### src/rtl/spi_shifter.sv
// spi_shifter -- SPI master data path: serialises a TX word onto MOSI and
// assembles a word from MISO. SCK edges come from an external clock
// generator as one-cycle flags; this block tells that generator when to
// run (O_GO) and when the final SCK period is in progress (O_LAST_CLK).
//
// Ports
//   I_SYS_CLK     system clock, all logic on the rising edge
//   I_RST         synchronous active-high reset
//   I_EN          block enable; dropping it aborts a transfer
//   I_CPOL/I_CPHA SPI mode, captured at transfer start
//   I_LSB_FIRST   bit order, captured at transfer start
//   I_START       one-cycle start request, loads I_TX_DATA
//   I_TX_DATA     transmit word
//   I_POS_EGDE    SCK rising-edge flag
//   I_NEG_EGDE    SCK falling-edge flag
//   I_MISO        serial data in
//   O_MOSI        serial data out (0 when not transferring)
//   O_GO          run request to the clock generator
//   O_LAST_CLK    final SCK period flag
//   O_RX_DATA     last completed received word
//   O_RX_VALID    one-cycle completion pulse
//   O_BUSY        transfer in progress
//
// Build option
//   SPI_SHIFTER_LOOPBACK_EN  when defined, the receive path samples the
//                            block's own O_MOSI and I_MISO is ignored.
module spi_shifter #(
  parameter int N = 8
) (
  input  logic         I_SYS_CLK,
  input  logic         I_RST,
  input  logic         I_EN,
  input  logic         I_CPOL,
  input  logic         I_CPHA,
  input  logic         I_LSB_FIRST,
  input  logic         I_START,
  input  logic [N-1:0] I_TX_DATA,
  input  logic         I_POS_EGDE,
  input  logic         I_NEG_EGDE,
  input  logic         I_MISO,
  output logic         O_MOSI,
  output logic         O_GO,
  output logic         O_LAST_CLK,
  output logic [N-1:0] O_RX_DATA,
  output logic         O_RX_VALID,
  output logic         O_BUSY
);

  localparam int CW = (N > 1) ? $clog2(N) : 1;

  typedef enum logic [1:0] {IDLE, XFER, DONE} state_t;

  state_t        state;
  logic          cpol_q, cpha_q, lsb_q;
  logic          first_lead;
  logic [N-1:0]  tx_sr, rx_sr;
  logic [CW-1:0] cnt;

  logic          edge_ok, lead, trail, sample, shift, adv, rx_bit, mosi_nxt;
  logic [N-1:0]  rx_next, tx_shift;

`ifdef SPI_SHIFTER_LOOPBACK_EN
  logic unused_miso;
  assign unused_miso = I_MISO;
  assign rx_bit      = O_MOSI;
`else
  assign rx_bit      = I_MISO;
`endif

  // Coincident flags carry no usable edge information, so drop them.
  assign edge_ok = I_POS_EGDE ^ I_NEG_EGDE;
  assign lead    = edge_ok & (cpol_q ? I_NEG_EGDE : I_POS_EGDE);
  assign trail   = edge_ok & (cpol_q ? I_POS_EGDE : I_NEG_EGDE);
  assign sample  = cpha_q ? trail : lead;
  assign shift   = cpha_q ? lead  : trail;
  // With CPHA=1 the first bit is already on MOSI from the start cycle, so
  // the first leading edge must not advance it.
  assign adv     = shift & ~(cpha_q & first_lead);

  always_comb begin
    rx_next = rx_sr;
    if (sample) rx_next = lsb_q ? {rx_bit, rx_sr[N-1:1]} : {rx_sr[N-2:0], rx_bit};
  end

  assign tx_shift = lsb_q ? {1'b0, tx_sr[N-1:1]} : {tx_sr[N-2:0], 1'b0};
  assign mosi_nxt = lsb_q ? tx_sr[1] : tx_sr[N-2];

  always_ff @(posedge I_SYS_CLK) begin
    if (I_RST) begin
      state      <= IDLE;
      cpol_q     <= 1'b0;
      cpha_q     <= 1'b0;
      lsb_q      <= 1'b0;
      first_lead <= 1'b0;
      tx_sr      <= '0;
      rx_sr      <= '0;
      cnt        <= '0;
      O_MOSI     <= 1'b0;
      O_GO       <= 1'b0;
      O_LAST_CLK <= 1'b0;
      O_RX_DATA  <= '0;
      O_RX_VALID <= 1'b0;
      O_BUSY     <= 1'b0;
    end else begin
      O_RX_VALID <= 1'b0;
      case (state)
        IDLE: begin
          O_MOSI <= 1'b0;
          if (I_START && I_EN) begin
            cpol_q     <= I_CPOL;
            cpha_q     <= I_CPHA;
            lsb_q      <= I_LSB_FIRST;
            first_lead <= 1'b1;
            tx_sr      <= I_TX_DATA;
            rx_sr      <= '0;
            cnt        <= CW'(N-1);
            O_MOSI     <= I_LSB_FIRST ? I_TX_DATA[0] : I_TX_DATA[N-1];
            O_GO       <= 1'b1;
            O_BUSY     <= 1'b1;
            O_LAST_CLK <= 1'b0;
            state      <= XFER;
          end
        end
        XFER: begin
          if (!I_EN) begin
            O_GO       <= 1'b0;
            O_LAST_CLK <= 1'b0;
            O_BUSY     <= 1'b0;
            O_MOSI     <= 1'b0;
            state      <= IDLE;
          end else begin
            rx_sr <= rx_next;
            if (lead) first_lead <= 1'b0;
            if (adv) begin
              tx_sr  <= tx_shift;
              O_MOSI <= mosi_nxt;
            end
            if (trail) begin
              if (cnt == '0) begin
                // rx_next already holds the final sample when CPHA=1.
                O_RX_DATA  <= rx_next;
                O_RX_VALID <= 1'b1;
                O_GO       <= 1'b0;
                O_LAST_CLK <= 1'b0;
                O_BUSY     <= 1'b0;
                O_MOSI     <= 1'b0;
                state      <= DONE;
              end else begin
                cnt        <= cnt - 1'b1;
                O_LAST_CLK <= (cnt == CW'(1));
              end
            end
          end
        end
        DONE: begin
          O_MOSI <= 1'b0;
          state  <= IDLE;
        end
        default: state <= IDLE;
      endcase
    end
  end

endmodule

### config.mk
export PLATFORM = sky130hd
export DESIGN_NAME = spi_shifter
export DESIGN_NICKNAME = d
export VERILOG_FILES = /design/src/rtl/spi_shifter.sv
export SDC_FILE = /design/constraint.sdc
export NUM_CORES = 1
export LEC_CHECK = 0
export ABC_AREA = 1
export CAP_MARGIN = 0
export CELL_PAD_IN_SITES_DETAIL_PLACEMENT = 1
export CELL_PAD_IN_SITES_GLOBAL_PLACEMENT = 1
export CORE_MARGIN = 4
export CORE_UTILIZATION = 29
export CTS_BUF_LIST = sky130_fd_sc_hd__clkbuf_16
export DETAILED_ROUTE_END_ITERATION = 8
export DONT_BUFFER_PORTS = 1
export GPL_ROUTABILITY_DRIVEN = 1
export MAX_ROUTING_LAYER = met4
export PLACE_DENSITY_LB_ADDON = 0.1
export SLEW_MARGIN = 20
export SYNTH_ARGS = -nofsm -noshare
export SYNTH_HDL_FRONTEND = slang
export SYNTH_SLANG_ARGS = --single-unit
### constraint.sdc
create_clock -name I_SYS_CLK -period 3.9 [get_ports I_SYS_CLK]
set_input_delay 0.78 -clock I_SYS_CLK [delete_from_list [all_inputs] [get_ports I_SYS_CLK]]
set_output_delay 0.78 -clock I_SYS_CLK [all_outputs]
set_load 0.01 [all_outputs]
==> results.toml <==
[place]
dp_worst_setup_slack_ns = 1.77
buffer_ports.inserted = 0
place.gp.congestion = 0.798
placed_cell_area_um2 = 2210
place_hpwl_mm = 4.50

[detailed_routing]
drc_errors = 0
detail_route.iter0.violations = 37
postRouteAntennaNets = 0
routedWlPerCell_um = 14.0
mean_number_of_vias_per_cell = 4.70
routed-via-count = 2022
wl_mm = 6.03
drt_pre_antenna_iters = 4

[setup_path]
rr_worst_depth = 11
cells_along_the_critical_path = "inv_1, ha_1, inv_2, or2_0, nand2_1, nor2_4, nand2_2, nand2_2, nand2_1, nand2_1, nor2_1"
critical_path_fanout_max = 14
timing.critical_path.buf_inv = 2
critPathKind = "register to register"
worst_setup_path_start_kind = "register"
worst_path_max_delay_cell = "sky130_fd_sc_hd__ha_1"
r2r_start = "state[1]"
endpoint_arrival_time_on_the_critical_path_ns = 2.35
crit_path_end_kind = "register"
required_time_of_the_critical_path_ns = 4.11
cp_slowest_stage_delay_ns = 0.45
cell_count_along_the_critical_path = 11
crit_path_frequent_cell = "sky130_fd_sc_hd__nand2_1"
timing.rr.end = "tx_sr[4]"
reg2reg_setup_slack_ns = 1.76
critPathTopFamily = "simple AND/OR/NAND/NOR gates"

[pwr]
ir_worst_vdd_mv = 0.148
share_clk_of_total_power = 0.387
leakage_nw = 1.03
comb_power_share = 0.179
power.internal_mw = 0.686
seq_power_share = 0.434
sw_share = 0.293
p_switching_mw = 0.284
powerDensity_nw_per_um2 = 413
post-layout-total-power_mw = 0.970

[clock_tree]
cts_hold_buffers = 0
cts_sinks = 37
cts-buffers-inserted = 5
cts_tree = "yes"
post_cts_resize_count = 0
clock_insertion_delay_worst_skew_ns = 0.28
setup_fix_buffers_added_after_clock_tree_synthesis = 0
clock_transition_at_path_regs_ns = 0.05
clock_tree.buffer_depth = 2
clockRootBuffer = "sky130_fd_sc_hd__clkbuf_16"
max_h_tree_level = 2

[timing]
max_clock_freq_mhz = 468
slew_violations = 0
finalSetupViolations = 0
post-route-period-util = 0.548
fin_setup_tns_ns = 0
tightest_slew_ns = 0.690
timing.final.hold_violations = 0
post-route-min-period_ns = 2.14
relSlewSlack = 0.538
worst_slack_ns = 1.76
rsz0062_at_grt = "no"
finClkSkew_ns = 0.00284

[synthesis]
yosysSeqAreaShare = 0.342
synth.top_cells.by_count = "sky130_fd_sc_hd__nand2_1 (76), sky130_fd_sc_hd__inv_1 (46), sky130_fd_sc_hd__dfxtp_1 (37), sky130_fd_sc_hd__a21oi_1 (33), sky130_fd_sc_hd__nor2_1 (29)"
synthesis.area_um2 = 2160
synth_warnings = 0
post_synth_net_total = 360
synth-main-ff-cell = "sky130_fd_sc_hd__dfxtp_1"
distinct_cell_type_count_of_the_synthesized_netlist = 25
asyncSetResetFlopFracSynth = 0
synth_seq_cells = 37
synth_top_cells_by_area = "sky130_fd_sc_hd__dfxtp_1 (34%), sky130_fd_sc_hd__nand2_1 (13%), sky130_fd_sc_hd__inv_1 (8.0%), sky130_fd_sc_hd__a21oi_1 (7.6%), sky130_fd_sc_hd__nand3_1 (6.5%)"
synth_edf_count = 0
number_of_instances_in_the_synthesized_netlist = 336
netlist.area_leader.share = 0.342
yosysMostFrequentCell = "sky130_fd_sc_hd__nand2_1"
yosys.area.top_type = "sky130_fd_sc_hd__dfxtp_1"
post_synth.cell_area_avg_um2 = 6.44

[die]
design.portCount = 31
initial_utilization = 0.298
die-height_um = 94.4
core_area_um2 = 7250
die_width_um = 94.4
placement_rows = 31
die_area_um2 = 8910

[finish]
num-nets-final = 355
drive_gt1_frac = 0.0634
layout.cell_area.non_filler_um2 = 2350
antenna_cells = 0
area_growth_pct = 8.50

[global_routing]
first_global_vias = 2096
gr-usage-all-layers = 0.150
grt_pass1_wl_mm = 10.2
grt_overflow_total = 0
antenna_found_initial = 0
maximum_number_of_pins_on_one_net_before_global_route_repair = 25

[flow_run]
drv_cap = 0

[outcome]
outcome = "finished, final reports clean"

[hold_path]
hold_path_startpoint = "first_lead"
worst_hold_end = "first_lead"
worstHoldPathCells = 2
hold_path.class = "register to register"
## worst max-delay path by stage
| stage | startpoint | end | slack, ns |
|---|---|---|---|
| after floorplan | I_NEG_EGDE | O_RX_DATA[0] | 2.19 |
| after global placement | state[1] | tx_sr[7] | 1.85 |
| after detailed placement | state[0] | tx_sr[4] | 1.77 |
| after CTS | state[0] | tx_sr[4] | 1.75 |
| after global routing | state[1] | tx_sr[4] | 1.56 |
| final | state[1] | tx_sr[4] | 1.76 |
## flip-flops by register name, summed over array words and instances (netlist names)
| signal | cells |
|---|---|
| O_BUSY | 1 |
| O_LAST_CLK | 1 |
| O_MOSI | 1 |
| O_RX_DATA | 8 |
| O_RX_VALID | 1 |
| cnt | 3 |
| cpha_q | 1 |
| cpol_q | 1 |
| first_lead | 1 |
| lsb_q | 1 |
| rx_sr | 8 |
| state | 2 |
| tx_sr | 8 |
## through the flow
step / hold WS, ns / utilization / instances
final: 0.482 / 0.324 / 430
after global routing: 0.510 / 0.324 / 430
after CTS: 0.486 / 0.324 / 430
after detailed placement: 0.479 / 0.305 / 423
after global placement: 0.473 / 0.305 / 423
after floorplan: 0.439 / - / 336
## cell usage in the layout (no fill, tap or decap)
master,Yosys,final
sky130_fd_sc_hd__a211oi_1,1,1
sky130_fd_sc_hd__a21oi_1,33,33
sky130_fd_sc_hd__a22oi_1,1,1
sky130_fd_sc_hd__buf_4,3,1
sky130_fd_sc_hd__clkbuf_16,0,5
sky130_fd_sc_hd__clkinv_1,1,2
sky130_fd_sc_hd__dfxtp_1,37,37
sky130_fd_sc_hd__ha_1,6,6
sky130_fd_sc_hd__inv_1,46,47
sky130_fd_sc_hd__inv_2,4,4
sky130_fd_sc_hd__nand2_1,76,76
sky130_fd_sc_hd__nand2_2,4,4
sky130_fd_sc_hd__nand2_4,1,1
sky130_fd_sc_hd__nand3_1,28,28
sky130_fd_sc_hd__nand3_2,4,4
sky130_fd_sc_hd__nand3_4,1,1
sky130_fd_sc_hd__nand3b_1,2,2
sky130_fd_sc_hd__nor2_1,29,29
sky130_fd_sc_hd__nor2_4,1,1
sky130_fd_sc_hd__nor3_1,3,3
sky130_fd_sc_hd__o21ai_0,28,28
sky130_fd_sc_hd__o21ai_1,16,16
sky130_fd_sc_hd__or2_0,1,1
## cell type report
type                       count  area (µm²)
timing repair buffer           1        7.51
clock inverter                 2        7.51
sequential                    37         741
inverter                      51         191
fill                         964        4910
tap                           99         124
multi-input combinational    235        1150
clock buffer                   5         125
## metal layers
layer | up-vias | GRT usage | wire (µm)
li1 | 1065 | - | -
met1 | 930 | 0.188 | 3010
met2 | 22 | 0.248 | 2790
met3 | 5 | 0.0239 | 160
met4 | 0 | 0.0469 | 65
met5 | - | - | 0
## power by group through the flow
stage	sequential, mW	clock [mW]	combinational, mW
3_3_place_gp	0.428	0	0.175
6_report	0.420	0.375	0.174
5_1_grt	0.423	0.406	0.203
3_5_place_dp	0.428	0	0.176
4_1_cts	0.421	0.391	0.177
2_1_floorplan	0.423	0	0.149
## tightest hold or removal path, stage by stage (launching register included)
cell	delay, ns
sky130_fd_sc_hd__dfxtp_1	0.32
sky130_fd_sc_hd__nand2_1	0.07
sky130_fd_sc_hd__a21oi_1	0.05
## kinds of logic after synthesis
logic type	Yosys count	share of synthesized area
AOI/OAI and AO/OA	79	0.185
adders and majority gates	6	0.0347
buffers and inverters	64	0.126
DFF	37	0.342
and+or+nand+nor	150	0.312
No activity file was read; power rests on OpenSTA's default activity.
